File: src/rtl/alu_digit_serial_if.sv
// Operand/result handshake bundle for the digit-serial ALU.
// slave = ALU side, master = producer/consumer side.
interface alu_digit_serial_if #(
  parameter int WIDTH = 16
);
  logic             in_valid;
  logic             in_ready;
  logic [WIDTH-1:0] in_a;
  logic [WIDTH-1:0] in_b;
  logic [2:0]       in_op;
  logic             in_cin;
  logic             out_valid;
  logic             out_ready;
  logic [WIDTH-1:0] out_result;
  logic             out_cout;
  logic             out_ovf;
  logic             out_zero;
  logic             busy;

  modport slave (
    input  in_valid, in_a, in_b, in_op, in_cin,
    input  out_ready,
    output in_ready, out_valid, out_result,
    output out_cout, out_ovf, out_zero, busy
  );

  modport master (
    output in_valid, in_a, in_b, in_op, in_cin,
    output out_ready,
    input  in_ready, out_valid, out_result,
    input  out_cout, out_ovf, out_zero, busy
  );
endinterface

File: src/rtl/alu_digit_serial.sv
// Digit-serial ALU: WIDTH-bit operands, DIGIT bits per cycle, LSB first,
// carry registered between digit cycles, valid/ready on both sides.
module alu_digit_serial #(
  parameter int WIDTH = 16,
  parameter int DIGIT = 4
) (
  input  logic clk,
  input  logic rst,
  alu_digit_serial_if.slave bus
);

  localparam int NDIG = WIDTH / DIGIT;
  localparam int CW   = (NDIG > 1) ? $clog2(NDIG) : 1;

  localparam logic [2:0] OP_ADD   = 3'b000;
  localparam logic [2:0] OP_SUB   = 3'b001;
  localparam logic [2:0] OP_AND   = 3'b010;
  localparam logic [2:0] OP_OR    = 3'b011;
  localparam logic [2:0] OP_XOR   = 3'b100;
  localparam logic [2:0] OP_PASS  = 3'b101;
  localparam logic [2:0] OP_CARRY = 3'b110;
  localparam logic [2:0] OP_RSVD  = 3'b111;

  generate
    if (DIGIT < 1 || WIDTH % DIGIT != 0) begin : g_bad_digit
      $error("alu_digit_serial: WIDTH must be a multiple of DIGIT");
    end
  endgenerate

  typedef enum logic [1:0] {
    IDLE = 2'd0,
    RUN  = 2'd1,
    DONE = 2'd2
  } state_t;

  state_t state_q, state_d;

  logic [WIDTH-1:0] a_q, b_q, res_q, res_d;
  logic [2:0]       op_q;
  logic             cin_q;
  logic             carry_q;
  logic [CW-1:0]    cnt_q;
  logic             cout_q, ovf_q;

  logic             last;
  logic             sub;
  logic [DIGIT-1:0] da, db, dres;
  logic [DIGIT:0]   sum;
  logic             c_msb;
  logic             c_next;
  logic             arith;

  assign last = (cnt_q == CW'(NDIG - 1));

  always_ff @(posedge clk or posedge rst) begin
    if (rst) begin
      state_q <= IDLE;
    end else begin
      state_q <= state_d;
    end
  end

  always_comb begin
    state_d = state_q;
    case (state_q)
      IDLE:    if (bus.in_valid) state_d = RUN;
      RUN:     if (last) state_d = DONE;
      DONE:    if (bus.out_ready) state_d = IDLE;
      default: state_d = IDLE;
    endcase
  end

  always_comb begin
    bus.in_ready  = (state_q == IDLE);
    bus.out_valid = (state_q == DONE);
    bus.busy      = (state_q != IDLE);
  end

  // One digit slice; carry into the digit MSB recovered from the sum bit.
  always_comb begin
    sub    = (op_q == OP_SUB);
    arith  = (op_q == OP_ADD) || sub;
    da     = a_q[DIGIT-1:0];
    db     = sub ? ~b_q[DIGIT-1:0] : b_q[DIGIT-1:0];
    sum    = {1'b0, da} + {1'b0, db} + {{DIGIT{1'b0}}, carry_q};
    c_msb  = sum[DIGIT-1] ^ da[DIGIT-1] ^ db[DIGIT-1];
    dres   = '0;
    c_next = 1'b0;
    case (op_q)
      OP_ADD:   begin dres = sum[DIGIT-1:0]; c_next = sum[DIGIT]; end
      OP_SUB:   begin dres = sum[DIGIT-1:0]; c_next = sum[DIGIT]; end
      OP_AND:   dres = da & db;
      OP_OR:    dres = da | db;
      OP_XOR:   dres = da ^ db;
      OP_PASS:  dres = da;
      OP_CARRY: c_next = sum[DIGIT];
      OP_RSVD:  dres = '0;
      default:  dres = '0;
    endcase
  end

  generate
    if (NDIG == 1) begin : g_one
      assign res_d = dres;
    end else begin : g_many
      assign res_d = {dres, res_q[WIDTH-1:DIGIT]};
    end
  endgenerate

  always_ff @(posedge clk or posedge rst) begin
    if (rst) begin
      a_q     <= '0;
      b_q     <= '0;
      res_q   <= '0;
      op_q    <= '0;
      cin_q   <= 1'b0;
      carry_q <= 1'b0;
      cnt_q   <= '0;
      cout_q  <= 1'b0;
      ovf_q   <= 1'b0;
    end else begin
      case (state_q)
        IDLE: begin
          if (bus.in_valid) begin
            a_q     <= bus.in_a;
            b_q     <= bus.in_b;
            op_q    <= bus.in_op;
            cin_q   <= bus.in_cin;
            carry_q <= bus.in_cin;
            cnt_q   <= '0;
          end
        end
        RUN: begin
          a_q     <= a_q >> DIGIT;
          b_q     <= b_q >> DIGIT;
          res_q   <= res_d;
          carry_q <= c_next;
          cnt_q   <= cnt_q + CW'(1);
          if (last) begin
            cout_q <= (op_q == OP_RSVD) ? cin_q : c_next;
            ovf_q  <= arith & (c_msb ^ sum[DIGIT]);
          end
        end
        default: ;
      endcase
    end
  end

  always_comb begin
    bus.out_result = res_q;
    bus.out_cout   = cout_q;
    bus.out_ovf    = ovf_q;
    bus.out_zero   = (state_q == DONE) && (res_q == '0);
  end

endmodule

File: src/flat_wrapper.sv
// flat-port wrapper written by rule: the top's interface ports become plain ports
module alu_digit_serial_flat 
#(
  parameter int WIDTH = 16,
  parameter int DIGIT = 4
)
  (clk, rst, bus_in_valid, bus_in_a, bus_in_b, bus_in_op, bus_in_cin, bus_out_ready, bus_in_ready, bus_out_valid, bus_out_result, bus_out_cout, bus_out_ovf, bus_out_zero, bus_busy);
  alu_digit_serial_if #(.WIDTH(WIDTH)) bus_i ();
  input  logic clk;
  input  logic rst;
  input wire logic [$bits(bus_i.in_valid)-1:0] bus_in_valid;
  input wire logic [$bits(bus_i.in_a)-1:0] bus_in_a;
  input wire logic [$bits(bus_i.in_b)-1:0] bus_in_b;
  input wire logic [$bits(bus_i.in_op)-1:0] bus_in_op;
  input wire logic [$bits(bus_i.in_cin)-1:0] bus_in_cin;
  input wire logic [$bits(bus_i.out_ready)-1:0] bus_out_ready;
  output wire logic [$bits(bus_i.in_ready)-1:0] bus_in_ready;
  output wire logic [$bits(bus_i.out_valid)-1:0] bus_out_valid;
  output wire logic [$bits(bus_i.out_result)-1:0] bus_out_result;
  output wire logic [$bits(bus_i.out_cout)-1:0] bus_out_cout;
  output wire logic [$bits(bus_i.out_ovf)-1:0] bus_out_ovf;
  output wire logic [$bits(bus_i.out_zero)-1:0] bus_out_zero;
  output wire logic [$bits(bus_i.busy)-1:0] bus_busy;
  assign bus_i.in_valid = bus_in_valid;
  assign bus_i.in_a = bus_in_a;
  assign bus_i.in_b = bus_in_b;
  assign bus_i.in_op = bus_in_op;
  assign bus_i.in_cin = bus_in_cin;
  assign bus_i.out_ready = bus_out_ready;
  assign bus_in_ready = bus_i.in_ready;
  assign bus_out_valid = bus_i.out_valid;
  assign bus_out_result = bus_i.out_result;
  assign bus_out_cout = bus_i.out_cout;
  assign bus_out_ovf = bus_i.out_ovf;
  assign bus_out_zero = bus_i.out_zero;
  assign bus_busy = bus_i.busy;
  alu_digit_serial #(.WIDTH(WIDTH), .DIGIT(DIGIT)) u_core (.clk(clk), .rst(rst), .bus(bus_i));
endmodule
File: config.mk
export PLATFORM = sky130hd
export DESIGN_NAME = alu_digit_serial_flat
export DESIGN_NICKNAME = d
export VERILOG_FILES = /design/src/rtl/alu_digit_serial_if.sv /design/src/rtl/alu_digit_serial.sv /design/src/flat_wrapper.sv
export SDC_FILE = /design/constraint.sdc
export NUM_CORES = 1
export LEC_CHECK = 0
export ABC_AREA = 1
export ABC_CLOCK_PERIOD_IN_PS = 3500
export CORE_ASPECT_RATIO = 0.6
export CORE_MARGIN = 3
export CORE_UTILIZATION = 53
export CTS_BUF_LIST = sky130_fd_sc_hd__clkbuf_4
export CTS_CLUSTER_SIZE = 40
export DETAILED_ROUTE_END_ITERATION = 10
export PLACE_DENSITY = 0.82
export SYNTH_ARGS = -nofsm -noshare
export SYNTH_HDL_FRONTEND = slang
export SYNTH_SLANG_ARGS = --single-unit
File: constraint.sdc
create_clock -name clk -period 3.5 [get_ports clk]
set_clock_uncertainty 0.2 [all_clocks]
set_input_delay 0.7 -clock clk [delete_from_list [all_inputs] [get_ports clk]]
set_output_delay 0.7 -clock clk [all_outputs]
set_load 0.02 [all_outputs]
Yosys cells after proc, flatten, opt, wreduce, memory -nomap -nowiden
Index checks and enable logic that the tools add are counted.
W data, S select, Z words.
{ "word_totals": {"ff_bits": 59, "out_inout_bits": 22} }
{ "classes": {"addsub": 3, "n_eq_ne": 13, "mux": 16, "bitwise_logic": 8, "reduce_logical": 13} }
{ "op_table": {"columns": ["op", "count"], "rows": [
  ["$pmux W16 S2", 2],
  ["$mux W16", 2],
  ["$pmux W4 S5", 1],
  ["$logic_not A16 Y1", 1],
  ["$eq A3 B3 Y1 const B", 4],
  ["$mux W2", 4],
  ["$eq A3 B2 Y1 const B", 2],
  ["$pmux W2 S3", 1],
  ["$reduce_and A2 Y1", 3],
  ["$add A4 B4 Y5", 1],
  ["$add A5 B1 Y5", 1],
  ["$and A4 B4 Y4", 1],
  ["$eq A2 B2 Y1 const B", 2],
  ["$mux W4", 1],
  ["$ne A2 B2 Y1 const B", 2],
  ["$not A4 Y4", 1],
  ["$or A4 B4 Y4", 1],
  ["$pmux W2 S2", 1],
  ["$reduce_bool A2 Y1", 2],
  ["$xor A4 B4 Y4", 1],
  ["$eq A3 B1 Y1 const B", 1],
  ["$logic_not A3 Y1", 1],
  ["$mux W1", 3],
  ["$reduce_and A3 Y1", 1],
  ["11 further kinds", 13]
]} }

Logic depth before layout (Yosys ltp)
Gate-level depths: netlist of the first run.
{ "logic_depth": {"ltp_word": 8, "ltp_mapped": 18, "depth_no_buf": 18} }

Worst setup path before layout of the first run
No wires, ideal clock.
{ "synth_path": {"kind": "reg-to-reg", "startpoint": "register u_core.op_q[1]", "endpoint": "register u_core.ovf_q (netlist: u_core.bus.out_ovf)", "t_arrival_ns": 2.223, "required_ns": 3.184, "slack_ns": 0.960, "path_stages_with_launch": 15, "path_buffers": 0, "synth_period_minus_slack_ns": 2.540, "cell_sequence": "dfrtp_1 -> inv_2 -> nand3_2 -> xor2_1 -> fa_1 -> fa_1 -> nand3b_1 -> nand2_1 -> nand3_1 -> nand2_1 -> inv_1 -> nand2_1 -> nand2_1 -> nand2_1 -> nand2_1"} }
{ "synth_via": {"elab_chain_cells": 8, "word_cells_on_any_way": 10, "classes_between": "add/sub: 2; eq/ne: 1; mux: 1; bitwise: 4; reduce/logical: 2"} }
{ "synth_rtl": {"columns": ["element", "line", "rtl"], "rows": [
  ["from (decl)", "alu_digit_serial.sv:39", "logic [2:0] op_q;"],
  ["from (signal assigned)", "alu_digit_serial.sv:127", "op_q <= bus.in_op;"],
  ["$eq A3 B1 Y1", "alu_digit_serial.sv:81", "sub = (op_q == OP_SUB);"],
  ["$mux W4", "alu_digit_serial.sv:84", "db = sub ? ~b_q[DIGIT-1:0] : b_q[DIGIT-1:0];"],
  ["$add A4 B4 Y5", "alu_digit_serial.sv:85", "sum = {1'b0, da} + {1'b0, db} + {{DIGIT{1'b0}}, carry_q};"],
  ["$add A5 B1 Y5", "alu_digit_serial.sv:85", null],
  ["$xor A1 B1 Y1 (2 in a row)", "alu_digit_serial.sv:86", "c_msb = sum[DIGIT-1] ^ da[DIGIT-1] ^ db[DIGIT-1];"],
  ["$xor A1 B1 Y1", "alu_digit_serial.sv:141", "ovf_q <= arith & (c_msb ^ sum[DIGIT]);"],
  ["$and A1 B1 Y1 (*)", "alu_digit_serial.sv:141", null],
  ["to (signal assigned)", "alu_digit_serial.sv:141", null],
  ["to (decl)", "alu_digit_serial.sv:43", "logic cout_q, ovf_q;"]
]} }
Mark *: on every way between the ends. The rest lies on a longest branch, timed or not.
A chain may end at the register's enable or synchronous reset.

Worst setup path in the final report of the first run
{ "layout_path": {"startpoint": "register u_core.state_q[1]", "endpoint": "output bus_out_zero"} }
{ "layout_via": {"elab_chain_cells": 2} }
{ "layout_rtl": {"columns": ["element", "line", "rtl"], "rows": [
  ["from (decl)", "alu_digit_serial.sv:36", "state_t state_q, state_d;"],
  ["from (signal assigned)", "alu_digit_serial.sv:59", "state_q <= state_d;"],
  ["$eq A2 B2 Y1", "alu_digit_serial.sv:153", "bus.out_zero = (state_q == DONE) && (res_q == '0);"],
  ["$logic_and A1 B1 Y1", "alu_digit_serial.sv:153", null],
  ["to (decl)", "flat_wrapper.sv:22", "output wire logic [$bits(bus_i.out_zero)-1:0] bus_out_zero;"]
]} }
Every way passes these cells.

==> results.py, run 1 <==
metrics = {
    "status": {
        "run_status": "completed",
    },
    "global_route": {
        "grt_first_pass_wirelength_um": 12530,
        "grt_max_degree": 71,
        "grtUsageTotal": 0.2366,
        "grt_remaining_overflow": 0,
        "grt_antenna_before_repair": 0,
        "grt_pass1_vias": 2417,
    },
    "worst_setup_path": {
        "slowest_cell_on_the_critical_path": "sky130_fd_sc_hd__clkdlybuf4s50_1",
        "buffer_and_inverter_count_on_the_worst_path": 2,
        "critPathKind": "flop to output port",
        "cell_by_cell_trace_of_the_critical_path": "inv_1 -> nor2_1 -> nand3_1 -> nor4_1 -> clkdlybuf4s50_1",
        "worst_path_dominant_cell_family": "buffers and inverters",
        "end_kind": "output port",
        "path_max_fanout": 3,
        "cp.arrival_ns": 2.08,
        "delay_of_the_slowest_cell_on_the_worst_path_ns": 0.65,
        "timing.critical_path.from_type": "flop",
        "worst_ep_required_time_ns": 2.60,
    },
    "power_and_ir_drop": {
        "ir_drop_mv": 1.017,
        "power.static_leakage_nw": 1.801,
        "cellPowerDensity_nw_per_um2": 1060,
    },
    "logic_synthesis": {
        "main_combinational_cell_family_by_area_after_synthesis": "simple AND/OR/NAND/NOR gates",
        "cell_variety_after_synth": 34,
        "netlist_top_cells_area": "sky130_fd_sc_hd__dfrtp_1 47%, sky130_fd_sc_hd__a221oi_2 9.2%, sky130_fd_sc_hd__nand2_1 8.1%",
        "synth_async_sr_flop_share": 1.000,
        "synth_cells": 348,
        "synthFlopType": "sky130_fd_sc_hd__dfrtp_1",
        "synth-simple-area-share": 0.1823,
        "synth_nets": 399,
        "compound_cell_area_share_of_the_yosys_netlist": 0.1811,
        "post_synth_fa_ha_maj_area_fraction": 0.04900,
        "synth_top_area_share": 0.4739,
        "avgSynthCellArea_um2": 8.953,
        "yosysMostFrequentCell": "sky130_fd_sc_hd__nand2_1",
        "post_synth_xor_area_fraction": 0.01124,
        "yosysSeqAreaShare": 0.4739,
        "syn-cell-area_um2": 3115,
        "yosys-mux-area-fraction": 0,
        "yosys_register_bits": 59,
        "ys_warn_count": 0,
        "synth_top_area_cell": "sky130_fd_sc_hd__dfrtp_1",
        "number_of_synthesized_flops_with_an_enable_pin": 0,
        "ys_top_cells_by_count": "67 x sky130_fd_sc_hd__nand2_1, 59 x sky130_fd_sc_hd__dfrtp_1, 57 x sky130_fd_sc_hd__inv_1, 21 x sky130_fd_sc_hd__nor3_1, 21 x sky130_fd_sc_hd__o21ai_0",
    },
    "floorplanning": {
        "rows": 20,
        "floorplan.die_area_um2": 6865,
        "die-height_um": 65.39,
        "floorplan.die.width_um": 105.0,
        "core-area_um2": 5355,
        "design.portCount": 62,
        "start_util": 0.5818,
    },
    "cts": {
        "number_of_gates_given_a_new_drive_strength_after_cts": 0,
        "tritoncts": "built",
        "ctsHoldBuffers": 0,
        "h-tree-depth": 3,
        "clk_latency_ns": 0.41,
        "clockRootBuffer": "sky130_fd_sc_hd__clkbuf_4",
        "cts_made_buffers": 9,
        "worst_setup_hold_path_clk_slew_ns": 0.11,
        "clockBufferDepth": 2,
        "postCtsSetupBuffers": 0,
        "clock_sink_count": 59,
    },
    "detailed_routing": {
        "ant_nets_after_route": 0,
        "detail_route.wirelength_um": 7316,
        "routedWlPerCell_um": 14.90,
        "drtIter0Drc": 148,
        "vias": 2619,
        "drc_violation_count_after_routing": 0,
        "vias_per_cell": 5.334,
        "detailedRoute.firstPassIterationCount": 4,
    },
    "timing": {
        "rsz0062_at_grt": "false",
        "final_critical_path_setup_slack_ns": 0.5227,
        "worst_slew_margin_rel": 0.4654,
        "max_freq_mhz": 335.9,
        "tightest_slew_ns": 0.8019,
        "period_minus_slack_ns": 2.977,
        "layout_worst_path_cycle_share": 0.8507,
        "whs_ns": 0.2888,
        "final_hold_viol_count": 0,
        "setup_tns_ns": 0,
        "final-setup-viol-count": 0,
        "finalMaxSlewViolations": 0,
    },
    "final_layout": {
        "antennaDiodeCount": 0,
        "syn2layout_area_growth_pct": 25.62,
        "ff_latch_area_um2": 1476,
        "multi_input_area_um2": 1320,
        "post_route_cells_drive_above_1_share": 0.1280,
        "nets": 460,
        "layout.core_utilization": 0.7308,
        "n_fill_cell": 413,
        "layout.cells.non_filler": 491,
    },
    "place": {
        "dp_cells": 475,
        "detailedPlacementHpwl_um": 5449,
        "buffer_ports.inserted": 61,
        "final_weighted_congestion_in_routability_driven_placement": 0.9544,
        "dp_worst_setup_slack_ns": 0.7258,
    },
    "run": {
        "max_cap_viol_count": 0,
    },
    "worst_hold_path": {
        "timing.hold.worst.class": "flop to flop",
    },
}
[cell families (layout without fill, tap and decap cells)]
kind of cell,count (synthesis),after routing
buffers and inverters,79,145
adders and majority gates,11,11
xor gates and xnor gates,4,4
DFF,59,59
and+or+nand+nor,127,127
AOI/OAI and AO/OA,68,68
[area by class of cell]
type                    count  share of cell area
clock buffers               9             0.01726
clock inverters             7             0.01950
inverters                  65             0.06234
multi-input cells         210              0.3373
flip-flops and latches     59              0.3772
well taps                  77             0.02462
repair buffers             64              0.1618
[stage by stage]
step,power [W],cell area (um^2)
floorplan,0.003019,3115
CTS,0.004133,3914
detailed placement,0.003626,3770
global placement,0.003543,3770
global route,0.004529,3914
finish,0.004149,3914
[power breakdown]
part	total [W]	leakage, nW	internal (W)	switching [W]
registers	0.00120	0.725	0.00101	0.000188
logic	0.00245	1.00	0.000928	0.00152
clock network	0.000502	0.0729	0.000222	0.000280
total	0.00415	1.80	0.00216	0.00199
[placed cells by master, fill, tap and decap left out, types with 13 or more instances in the layout]
cell                              count
sky130_fd_sc_hd__dfrtp_1             59
sky130_fd_sc_hd__o21ai_0             21
sky130_fd_sc_hd__clkdlybuf4s50_1     61
sky130_fd_sc_hd__nand3_1             15
sky130_fd_sc_hd__o21ai_1             13
sky130_fd_sc_hd__nor3_1              21
sky130_fd_sc_hd__nor2_1              13
sky130_fd_sc_hd__inv_1               56
sky130_fd_sc_hd__nand2_1             67
sky130_fd_sc_hd__a221oi_2            19
[worst register-to-register path, delay by kind of cell, from the launching register on]
family,cells,cell delay (ns)
adder cells (fa/ha/maj),2,0.83
AND/OR/NAND/NOR,9,0.81
flip-flops,1,0.45
XOR/XNOR,1,0.22
buffers and inverters,2,0.20
[final timing paths]
path	from	endpoint	slack [ns]	cells past startpoint
min reg2reg	u_core.bus.out_ovf	u_core.bus.out_ovf	0.29	2
min in group asynchronous	rst	u_core.bus.out_result[0]	0.49	2
min	u_core.bus.out_ovf	u_core.bus.out_ovf	0.29	2
max in group asynchronous	rst	u_core.bus.out_result[10]	1.95	3
max	u_core.state_q[1]	bus_out_zero	0.52	5
max reg2reg	u_core.op_q[1]	u_core.bus.out_ovf	0.69	14
[metal layers]
metal / vias up / part of all wire / global-route usage
met1: 1239 / 0.49 / 0.3590
met5: - / 0 / 0
met3: 12 / 0.066 / 0.06771
li1: 1277 / - / -
met4: 0 / 0.010 / 0.06383
met2: 91 / 0.43 / 0.3283
[registers in the layout, indices dropped and copies added, names as in the netlist, 2 cells and up]
register and flops:
u_core.a_q 16, u_core.b_q 16, u_core.bus.out_result 16, u_core.cnt_q 2, u_core.op_q 3, u_core.state_q 2
No activity file was read; power rests on OpenSTA's default activity.
==> inputs of run 2 (changes only) <==
Settings changed: SLEW_MARGIN set to 5, TNS_END_PERCENT set to 1.
==> results of run 2 <==
The final DEF is identical to that of run 1; final timing and power are the same.
==> inputs of run 3 (changes only) <==
Settings changed: CORE_UTILIZATION 53 to 40, GPL_TIMING_DRIVEN set to 1, PLACE_DENSITY 0.82 to unset.
==> results.py, run 3 (synthesis results as in run 1) <==
metrics = {
    "status": {
        "run_status": "completed",
    },
    "detailed_routing": {
        "vias_per_cell": 4.998,
        "detail_route.wirelength_um": 7766,
        "vias": 2584,
        "drc_violation_count_after_routing": 0,
        "routedWlPerCell_um": 15.02,
        "ant_nets_after_route": 0,
        "detailedRoute.firstPassIterationCount": 4,
        "drtIter0Drc": 191,
    },
    "global_route": {
        "grt_pass1_vias": 2458,
        "grt_max_degree": 71,
        "grtUsageTotal": 0.1882,
        "grt_antenna_before_repair": 0,
        "grt_remaining_overflow": 0,
        "grt_first_pass_wirelength_um": 12730,
    },
    "final_layout": {
        "layout_commonest_cell": "sky130_fd_sc_hd__nand2_1",
        "postLayoutCellArea_um2": 3918,
        "layout_common_cells": "67 x sky130_fd_sc_hd__nand2_1, 61 x sky130_fd_sc_hd__clkdlybuf4s50_1, 59 x sky130_fd_sc_hd__dfrtp_1",
        "n_fill_cell": 735,
        "syn2layout_area_growth_pct": 25.74,
        "layout.core_utilization": 0.5282,
        "layout.cells.non_filler": 517,
        "antennaDiodeCount": 0,
        "post_route_cells_drive_above_1_share": 0.1235,
        "nets": 460,
    },
    "cts": {
        "h-tree-depth": 3,
        "worst_setup_hold_path_clk_slew_ns": 0.09,
        "clk_latency_ns": 0.41,
        "ctsHoldBuffers": 0,
        "clockBufferDepth": 2,
        "tritoncts": "built",
        "number_of_gates_given_a_new_drive_strength_after_cts": 0,
        "cts_made_buffers": 9,
        "postCtsSetupBuffers": 0,
        "clock_sink_count": 59,
        "clockRootBuffer": "sky130_fd_sc_hd__clkbuf_4",
    },
    "timing": {
        "layout_worst_path_cycle_share": 0.8356,
        "period_minus_slack_ns": 2.925,
        "finalMaxSlewViolations": 0,
        "final-setup-viol-count": 0,
        "max_freq_mhz": 341.9,
        "tightest_slew_ns": 0.8088,
        "final_hold_viol_count": 0,
        "rsz0062_at_grt": "false",
        "setup_tns_ns": 0,
        "worst_slew_margin_rel": 0.4608,
    },
    "power_and_ir_drop": {
        "power.static_leakage_nw": 1.796,
        "ir_drop_mv": 0.4756,
        "cellPowerDensity_nw_per_um2": 1039,
    },
    "worst_setup_path": {
        "cell_by_cell_trace_of_the_critical_path": "inv_1 -> nor2_1 -> nand3_1 -> nor4_1 -> clkdlybuf4s50_1",
        "end_kind": "output port",
        "delay_of_the_slowest_cell_on_the_worst_path_ns": 0.65,
        "cp.arrival_ns": 2.02,
        "buffer_and_inverter_count_on_the_worst_path": 2,
        "slowest_cell_on_the_critical_path": "sky130_fd_sc_hd__clkdlybuf4s50_1",
        "reg2reg_setup_slack_ns": 0.69,
        "path_max_fanout": 3,
        "critical_path.reg2reg.endpoint": "u_core.bus.out_ovf",
        "worst_ep_required_time_ns": 2.60,
        "critical_path.reg2reg.startpoint": "u_core.op_q[1]",
        "timing.critical_path.from_type": "flop",
        "r2r_cells": 14,
        "worst_path_dominant_cell_family": "buffers and inverters",
        "critPathKind": "flop to output port",
    },
    "place": {
        "place_area_um2": 3816,
        "buffer_ports.inserted": 61,
        "detailedPlacementHpwl_um": 5667,
        "dp_cells": 502,
        "final_weighted_congestion_in_routability_driven_placement": 0.8710,
    },
    "floorplanning": {
        "floorplan.die.width_um": 119.9,
        "start_util": 0.4200,
        "floorplan.die_area_um2": 8918,
        "design.portCount": 62,
        "die-height_um": 74.36,
        "rows": 24,
        "core-area_um2": 7417,
    },
    "worst_hold_path": {
        "hold_path_end": "u_core.cnt_q[0]",
        "timing.hold.worst.class": "flop to flop",
        "worst_hold_startpoint": "u_core.cnt_q[0]",
        "whs_path_depth": 1,
    },
    "run": {
        "max_cap_viol_count": 0,
    },
}
[run 3: cell count changes in the layout (fill, tap and decap cells not counted)]
cell	change
sky130_fd_sc_hd__buf_4	-1
sky130_fd_sc_hd__clkbuf_4	+2
sky130_fd_sc_hd__clkinvlp_4	-2
sky130_fd_sc_hd__clkinv_4	-1
sky130_fd_sc_hd__clkinv_1	+1
sky130_fd_sc_hd__inv_6	-2
sky130_fd_sc_hd__bufinv_16	-1
sky130_fd_sc_hd__buf_12	+1
sky130_fd_sc_hd__clkinv_2	+2
[run 3: through the flow]
step	setup slack [ns]	hold WS [ns]	power, W
after CTS	0.5213	0.2855	0.004099
final	0.5755	0.2844	0.004070
after global routing	0.3718	0.3271	0.004470
after floorplan	0.9603	0.2498	0.003019
after detailed placement	0.7337	0.2694	0.003688
after global placement	0.8543	0.2677	0.003637
[run 3: layer usage]
layer / up-vias / share of wire / track usage
met5: - / 0 / 0
met4: 0 / 0.0094 / 0.06091
met3: 5 / 0.078 / 0.05547
met2: 75 / 0.39 / 0.2413
met1: 1227 / 0.53 / 0.2965
li1: 1277 / - / -
[run 3: power by group]
part           switching, W  total, W  internal [W]
Sequential         0.000182   0.00120       0.00101
Combinational       0.00155   0.00248      0.000935
Clock              0.000241  0.000394      0.000152
[run 3: worst max path at each step]
stage	startpoint	end	slack, ns	cells after the start
finish	u_core.state_q[1]	bus_out_zero	0.58	5
global route	u_core.state_q[1]	bus_out_zero	0.37	5
CTS	u_core.state_q[1]	bus_out_zero	0.52	5
detailed placement	u_core.op_q[1]	u_core.bus.out_ovf	0.73	14
global placement	u_core.op_q[1]	u_core.bus.out_ovf	0.85	14
floorplan	u_core.op_q[1]	u_core.bus.out_ovf	0.96	14
[run 3: area by class of cell]
type / count / area, um^2 / share of cell area
Tap cell: 104 / 130.1 / 0.03322
Timing Repair Buffer: 64 / 645.6 / 0.1648
Inverter: 65 / 244.0 / 0.06228
Clock inverter: 4 / 18.77 / 0.004791
Clock buffer: 11 / 82.58 / 0.02108
Sequential cell: 59 / 1476 / 0.3769
Multi-Input combinational cell: 210 / 1320 / 0.3370
